[src/rtl/alu_mux_pkg.sv]
// Shared types for the registered ALU result selector.
// Optional macro ALU_RESULT_MUX_FLAGS_EN adds zero/neg flags to each entry.
package alu_mux_pkg;

    localparam int NUM_IN_DEF = 8;
    localparam int WIDTH_DEF  = 32;

    typedef enum logic [1:0] {
        EMPTY,
        ONE,
        FULL
    } buf_state_t;

    // Width-parametrised entry: entry_c#(W, S)::t
    virtual class entry_c #(
        parameter int W = WIDTH_DEF,
        parameter int S = 3
    );
        typedef struct packed {
            logic [W-1:0] data;
            logic [S-1:0] sel;
            logic         err;
`ifdef ALU_RESULT_MUX_FLAGS_EN
            logic         zero;
            logic         neg;
`endif
        } t;
    endclass

endpackage

[src/rtl/alu_result_mux_pipe_lane_select.sv]
// Combinational N-to-1 lane selector; out-of-range opsel yields 0 and err.
// Ports: data_i (lane vector), opsel_i, data_o (selected lane), err_o.
module alu_result_mux_pipe_lane_select #(
    parameter int NUM_IN = 8,
    parameter int WIDTH  = 32,
    parameter int SEL_W  = $clog2(NUM_IN)
) (
    input  logic [NUM_IN*WIDTH-1:0] data_i,
    input  logic [SEL_W-1:0]        opsel_i,
    output logic [WIDTH-1:0]        data_o,
    output logic                    err_o
);

    always_comb begin
        data_o = '0;
        err_o  = 1'b1;
        for (int k = 0; k < NUM_IN; k++) begin
            if (int'(opsel_i) == k) begin
                data_o = data_i[k*WIDTH +: WIDTH];
                err_o  = 1'b0;
            end
        end
    end

endmodule

[src/rtl/alu_result_mux_pipe.sv]
// Registered N-to-1 ALU result selector feeding a 2-entry skid buffer.
// Ports: clk, rst_n, in_* request side, out_* result side, out_count.
// Macro ALU_RESULT_MUX_FLAGS_EN adds out_zero / out_neg per entry.
module alu_result_mux_pipe
    import alu_mux_pkg::*;
#(
    parameter int  NUM_IN = NUM_IN_DEF,
    parameter int  WIDTH  = WIDTH_DEF,
    parameter int  CNT_W  = 16,
    localparam int SEL_W  = $clog2(NUM_IN)
) (
    input  logic                    clk,
    input  logic                    rst_n,
    input  logic [NUM_IN*WIDTH-1:0] in_data,
    input  logic [SEL_W-1:0]        in_opsel,
    input  logic                    in_valid,
    output logic                    in_ready,
    output logic [WIDTH-1:0]        out_data,
    output logic [SEL_W-1:0]        out_sel,
    output logic                    out_err,
`ifdef ALU_RESULT_MUX_FLAGS_EN
    output logic                    out_zero,
    output logic                    out_neg,
`endif
    output logic                    out_valid,
    input  logic                    out_ready,
    output logic [CNT_W-1:0]        out_count
);

    typedef entry_c#(WIDTH, SEL_W)::t entry_t;

    buf_state_t       state_q;
    entry_t           main_q;
    entry_t           skid_q;
    entry_t           new_d;
    logic [CNT_W-1:0] cnt_q;
    logic [CNT_W-1:0] cnt_d;
    logic [WIDTH-1:0] sel_data;
    logic             sel_err;
    logic             accept;
    logic             deliver;

    alu_result_mux_pipe_lane_select #(
        .NUM_IN(NUM_IN),
        .WIDTH (WIDTH),
        .SEL_W (SEL_W)
    ) u_sel (
        .data_i (in_data),
        .opsel_i(in_opsel),
        .data_o (sel_data),
        .err_o  (sel_err)
    );

    // Ready/valid come from state only: no combinational in->ready path.
    assign in_ready  = (state_q != FULL);
    assign out_valid = (state_q != EMPTY);
    assign accept    = in_valid & in_ready;
    assign deliver   = out_valid & out_ready;
    assign cnt_d     = cnt_q + 1'b1;

    always_comb begin
        new_d      = '0;
        new_d.data = sel_data;
        new_d.sel  = in_opsel;
        new_d.err  = sel_err;
`ifdef ALU_RESULT_MUX_FLAGS_EN
        // Flags are stored per entry so they travel through the skid.
        new_d.zero = (sel_data == '0);
        new_d.neg  = sel_data[WIDTH-1];
`endif
    end

    always_ff @(posedge clk or negedge rst_n) begin
        if (!rst_n) begin
            state_q <= EMPTY;
            main_q  <= '0;
            skid_q  <= '0;
            cnt_q   <= '0;
        end else begin
            if (deliver) begin
                cnt_q <= cnt_d;
            end
            unique case (state_q)
                EMPTY: begin
                    if (accept) begin
                        main_q  <= new_d;
                        state_q <= ONE;
                    end
                end
                ONE: begin
                    if (accept && deliver) begin
                        main_q <= new_d;
                    end else if (accept) begin
                        skid_q  <= new_d;
                        state_q <= FULL;
                    end else if (deliver) begin
                        state_q <= EMPTY;
                    end
                end
                FULL: begin
                    if (deliver) begin
                        main_q  <= skid_q;
                        state_q <= ONE;
                    end
                end
                default: state_q <= EMPTY;
            endcase
        end
    end

    assign out_data  = main_q.data;
    assign out_sel   = main_q.sel;
    assign out_err   = main_q.err;
    assign out_count = cnt_q;
`ifdef ALU_RESULT_MUX_FLAGS_EN
    assign out_zero  = main_q.zero;
    assign out_neg   = main_q.neg;
`endif

endmodule

[config.mk]
export PLATFORM = sky130hd
export DESIGN_NAME = alu_result_mux_pipe
export DESIGN_NICKNAME = d
export VERILOG_FILES = /design/src/rtl/alu_mux_pkg.sv /design/src/rtl/alu_result_mux_pipe_lane_select.sv /design/src/rtl/alu_result_mux_pipe.sv
export SDC_FILE = /design/constraint.sdc
export NUM_CORES = 1
export LEC_CHECK = 0
export CORE_MARGIN = 1
export CORE_UTILIZATION = 30
export CTS_CLUSTER_DIAMETER = 100
export CTS_CLUSTER_SIZE = 40
export DETAILED_ROUTE_END_ITERATION = 8
export DONT_BUFFER_PORTS = 1
export SLEW_MARGIN = 10
export SYNTH_ARGS = -nofsm -noshare
export SYNTH_HDL_FRONTEND = slang
export SYNTH_SLANG_ARGS = --single-unit
[constraint.sdc]
create_clock -name clk -period 4.15 [get_ports clk]
set_input_delay 0.415 -clock clk [delete_from_list [all_inputs] [get_ports clk]]
set_output_delay 0.415 -clock clk [all_outputs]
set_load 0.02 [all_outputs]
After elaboration in Yosys (flattened, before gate mapping)
Index checks and enable logic that the tools add are counted.
- bits in writable memories: 0
- ROM bits: 0
- logic and storage cells: 61
- register bits: 90
- bits of input ports: 263
- memories kept: 0
- latch bits: 0
- output and inout bits: 54
- $add $sub $neg: 1
- magnitude comparators: 0
- multiply operators: 0
- muxes and demuxes: 26
- eq/ne operators: 15
- bitwise operators: 3
- divide/modulo/power cells: 0
- reductions and logical operators: 8
- shift-type cells: 0
- operators with widths (kind ; number):
    32-bit 2-to-1 mux ; 8
    36-bit 2-to-1 mux ; 3
    36-bit case mux with 3 select lines ; 1
    16-bit by 1-bit adder with 16-bit output (second input constant) ; 1
    3-bit equality test (second input constant) ; 4
    2-bit 2-to-1 mux ; 5
    2-bit inequality test (second input constant) ; 5
    1-bit 2-to-1 mux ; 8
    4-bit AND reduction ; 2
    3-bit by 2-bit equality test with 1-bit output (second input constant) ; 2
    2-bit case mux with 3 select lines ; 1
    3-bit by 1-bit equality test with 1-bit output (second input constant) ; 1
    3-bit zero test ; 1
    3-bit inequality test (second input constant) ; 1
    3-bit AND reduction ; 1
    3-bit nonzero test ; 1
    1-bit AND ; 2
    2-bit by 1-bit equality test with 1-bit output (second input constant) ; 1
    2-bit equality test (second input constant) ; 1
    2-bit zero test ; 1
    2-bit nonzero test ; 1
    1-bit logical AND ; 1
    1-bit inverter ; 1

Depth between registers and ports, before layout
- depth in word-level cells: 11
- gate-level depth with buffers: 8

Hierarchy
From an unflattened synthesis, not the netlist that was laid out.
- cells, all modules: 672
- area, all modules: 6388.6 µm²
- by module, submodules not included (module ; times used ; cells an instance ; area each (µm²)):
    alu_result_mux_pipe ; 1 ; 345 ; 3772.4
    alu_result_mux_pipe_lane_select ; 1 ; 327 ; 2616.3

Worst setup path after synthesis
Ideal clock, no wire load.
- path type: input -> register
- start: in in_opsel[0]
- end: reg main_q (netlist bit out_data[11])
- required time: 4.032 ns
- stages: 6
- arrival: 1.674 ns
- buffers on the path: 2
- path slack: 2.358 ns
- cell sequence: buf_4 buf_2 mux4_2 mux2i_1 a211oi_1 a21o_1
- cells in the longest elaborated chain, start to end: 11
- ends and longest elaborated chain (what ; line ; source):
    from (decl) ; alu_result_mux_pipe.sv:15 ; input logic [SEL_W-1:0] in_opsel,
    3-bit zero test ; alu_result_mux_pipe_lane_select.sv:18 ; if (int'(opsel_i) == k) begin
    32-bit 2-to-1 mux (7 in a row) ; alu_result_mux_pipe_lane_select.sv:18 ;
    32-bit 2-to-1 mux * ; alu_result_mux_pipe_lane_select.sv:18 ;
    36-bit 2-to-1 mux, on equally long branches ; alu_result_mux_pipe.sv:91, alu_result_mux_pipe.sv:85 ;
    36-bit case mux with 3 select lines * ; alu_result_mux_pipe.sv:83 ; unique case (state_q)
    to (signal assigned) ; alu_result_mux_pipe.sv:86 ; main_q <= new_d;
    to (signal assigned) ; alu_result_mux_pipe.sv:92 ; main_q <= new_d;
    to (signal assigned) ; alu_result_mux_pipe.sv:102 ; main_q <= skid_q;
    to (decl) ; alu_result_mux_pipe.sv:33 ; entry_t main_q;
Every way passes the cells marked *; elsewhere a longest branch is shown, timed or not. The select of a mux whose other input is x is not followed.
A chain may end at the register's enable or synchronous reset.

Worst setup path in the final report
- start: reg state_q[0]
- end: out in_ready
- cells in the longest elaborated chain, start to end: 1
- ends and longest elaborated chain (what ; line ; source):
    from (decl) ; alu_result_mux_pipe.sv:32 ; buf_state_t state_q;
    from (signal assigned) ; alu_result_mux_pipe.sv:75 ; state_q <= EMPTY;
    from (signal assigned) ; alu_result_mux_pipe.sv:87 ; state_q <= ONE;
    from (signal assigned) ; alu_result_mux_pipe.sv:95 ; state_q <= FULL;
    2-bit inequality test ; alu_result_mux_pipe.sv:55 ; assign in_ready = (state_q != FULL);
    to (decl) ; alu_result_mux_pipe.sv:17 ; output logic in_ready,
No other way between the ends.

==> impl_metrics.csv <==
group,metric,value,unit
run_status,status,"complete, but fails checks",
run_status,failed_checks,"hold timing",
layout,drive_gt1_frac,0.192,
power_and_ir_drop,finalPower,3110,µW
yosys,synthCells,566,
clock_network,cts_setup_buffers,0,
floorplan,top_level_ports,317,
clock_network,clock_path_buffers,2,
placement,io_buffers,0,
yosys,synth_common_cells,"90 x dfrtp_1, 50 x nand2_1, 48 x mux4_2",
placement,postPlaceCellArea,6300,µm²
setup_path,crit_type,"flop to output pin",
setup_path,cp-end-kind,"output pin",
clock_network,numCtsBuffers,9,
sta,hold_viol,14,
setup_path,worst-endpoint-arrival,2.04,ns
yosys,ys_seq_area_frac,0.363,
global_routing,grt_antenna_before_repair,0,
global_routing,grt_max_degree,91,
global_routing,grt_use_total,0.178,
yosys,netlist.area_leader.share,0.363,
global_routing,grt-ovfl-total,0,
floorplan,core,20200,µm²
yosys,yosysWarnings,0,
sta,grt_setup_unrepaired,"false",
yosys,synth_edf_count,0,
sta,worstMarginPinSlew,1.01,ns
sta,whs,-0.0231,ns
setup_path,start_kind,"flop",
sta,clock.fmax,408,MHz
global_routing,grt_pass1_vias,4590,
clock_network,clk_latency,0.34,ns
placement,hpwl,15.2,mm
power_and_ir_drop,power_density,468,nW/µm²
routing,drt-total-wl,19.3,mm
setup_path,reg2reg_setup_slack,1.87,ns
sta,fin_ws,1.70,ns
yosys,yosysMostFrequentCell,"dfrtp_1",
yosys,yosysTopAreaCell,"dfrtp_1",
floorplan,die_w,146,µm
placement,dp_slack,1.89,ns
yosys,synthArstFlopShare,1.00,
clock_network,htreeDepth,3,
sta,maxSlewViolCount,0,
run,cap_violations,0,
placement,routabilityCongestion,0.975,
setup_path,path_cells,"nor2b_1 > inv_2",
floorplan,std_cell_rows,52,
power_and_ir_drop,max-vdd-ir-drop,176,µV
sta,period_share,0.591,
floorplan,fp.dieH,146,µm
yosys,ys.flop_type,"dfrtp_1",
clock_network,cts_tree,"built",
setup_path,cpPeakStageDelay,0.80,ns
layout,area_delta_synth_final,7.26,%
yosys,syn-num-nets,830,
layout,fill_cells,2054,
sta,final.min_clock_period,2.45,ns
routing,vias_per_cell,5.89,
floorplan,dieArea,21300,µm²
yosys,syn_area_per_cell,11.0,µm²
layout,final_nets,791,
clock_network,root_buffer,"clkbuf_16",
yosys,ys_ff_latch,90,
yosys,synth_area,6200,µm²
layout,antenna-diode-count,0,
sta,finalSetupTns,0,ns
min_path,hp-class,"primary input to asynchronous set/reset pin",
setup_path,critPathMaxFanout,37,
routing,vias,4722,
power_and_ir_drop,leakage,0.00279,µW
yosys,yosys-top-cells-area,"dfrtp_1 36%, mux4_2 17%, mux2i_1 5.8%",
clock_network,clkTransAtPathRegs,0.07,ns
sta,setup_viol,0,
setup_path,critPathSlowestCell,"dfrtp_1",
floorplan,start_util,0.307,
routing,firstDrtPassIters,5,
routing,wl_per_cell,24.1,µm
routing,remaining_drc_errors,0,
sta,fin_worst_skew,0.00704,ns
yosys,yosysUniqueCellTypes,50,
routing,ant_nets,0,
clock_network,cts_sinks,90,
layout,final_area,6650,µm²
global_routing,grt_pass1_wl,28.9,mm
sta,slew_headroom,0.326,
routing,drt-initial-drc-count,326,
setup_path,cp.required,3.73,ns
==> flip-flops by register name, indices dropped and copies added, names as in the netlist <==
| signal | cells |
|---|---|
| out_count | 16 |
| state_q | 2 |
| out_data | 32 |
| skid_q | 36 |
| out_err | 1 |
| out_sel | 3 |
==> final timing paths <==
kind / start / end / cells past startpoint
worst max-delay path: state_q[0]$_DFFE_PN0P_ / in_ready / 2
worst min-delay path: rst_n / out_data[31]$_DFFE_PN0P_ / 1
worst max register to register: state_q[0]$_DFFE_PN0P_ / out_data[12]$_DFFE_PN0P_ / 5
worst min register to register: skid_q[4]$_DFFE_PN0P_ / skid_q[4]$_DFFE_PN0P_ / 2
max in group asynchronous: rst_n / out_count[14]$_DFFE_PN0P_ / 1
min in group clk: out_ready / state_q[1]$_DFFE_PN0P_ / 1
==> report_power, final <==
group	internal (µW)	switching (µW)
Combinational	330	337
Clock	532	351
Sequential	1140	419
Total	2010	1110
==> timing repair <==
action	in CTS	in global routing
endpoints found under the hold margin	90	0
resized for setup	0	0
endpoints found under the setup margin	0	0
hold buffers	1	0
==> placed cells by master (no fill, tap or decap), drive strengths merged, types with 5 or more instances in the layout <==
cell type,synthesis,layout
a21oi,18,18
buf,32,5
nor2b,5,5
o21ai,25,25
nor2,38,38
mux2i,36,36
a211oi,17,17
nand3,7,7
inv,5,7
mux4,48,48
and4b,14,14
a221oi,14,14
a21o,31,31
clkbuf,23,9
nand2,50,50
o221a,14,14
o31ai,29,29
xor2,7,7
nand2b,16,16
a31oi,14,14
xnor2,8,8
dfrtp,90,90
==> area by class of cell <==
type | instances | area (µm²) | area share
Inverter | 5 | 18.8 | 0.00282
Sequential cell | 90 | 2250 | 0.339
Clock buffer | 9 | 225 | 0.0339
Timing Repair Buffer | 5 | 57.6 | 0.00865
Clock inverter | 7 | 98.8 | 0.0149
Multi-Input combinational cell | 416 | 3660 | 0.550
Tap cell | 270 | 338 | 0.0508
==> cells by family (layout without fill, tap and decap cells) <==
| group | after synthesis | after routing | synth area share |
|---|---|---|---|
| AO/OA/AOI/OAI | 169 | 169 | 0.209 |
| AND/OR/NAND/NOR | 146 | 146 | 0.122 |
| flip-flops | 90 | 90 | 0.363 |
| multiplexers | 85 | 85 | 0.234 |
| buffers and inverters | 60 | 26 | 0.0482 |
| XOR/XNOR | 15 | 15 | 0.0212 |
| adder cells (fa/ha/maj) | 1 | 1 | 0.00202 |
==> metrics by stage <==
stage / instances / util / hold WS (ns)
global route: 802 / 0.329 / 0.0117
floorplan: 566 / - / 0.119
detailed placement: 785 / 0.311 / 0.121
CTS: 802 / 0.329 / 0.00300
global placement: 785 / 0.311 / 0.121
finish: 802 / 0.329 / -0.0231
==> critical path, delay by kind of cell, from the launching register on <==
kind / cells / cell delay (ns)
DFF: 1 / 0.80
buffers and inverters: 1 / 0.59
and+or+nand+nor: 1 / 0.29
==> per-layer routing <==
layer  vias to the layer above  global-route usage  part of all wire
li1                       2114                   -                 -
met1                      2348               0.246              0.44
met2                       244               0.275              0.47
met3                        16              0.0489             0.086
met4                         0              0.0474             0.012
met5                         -                   0                 0
Power figures use the tool's default switching activity.
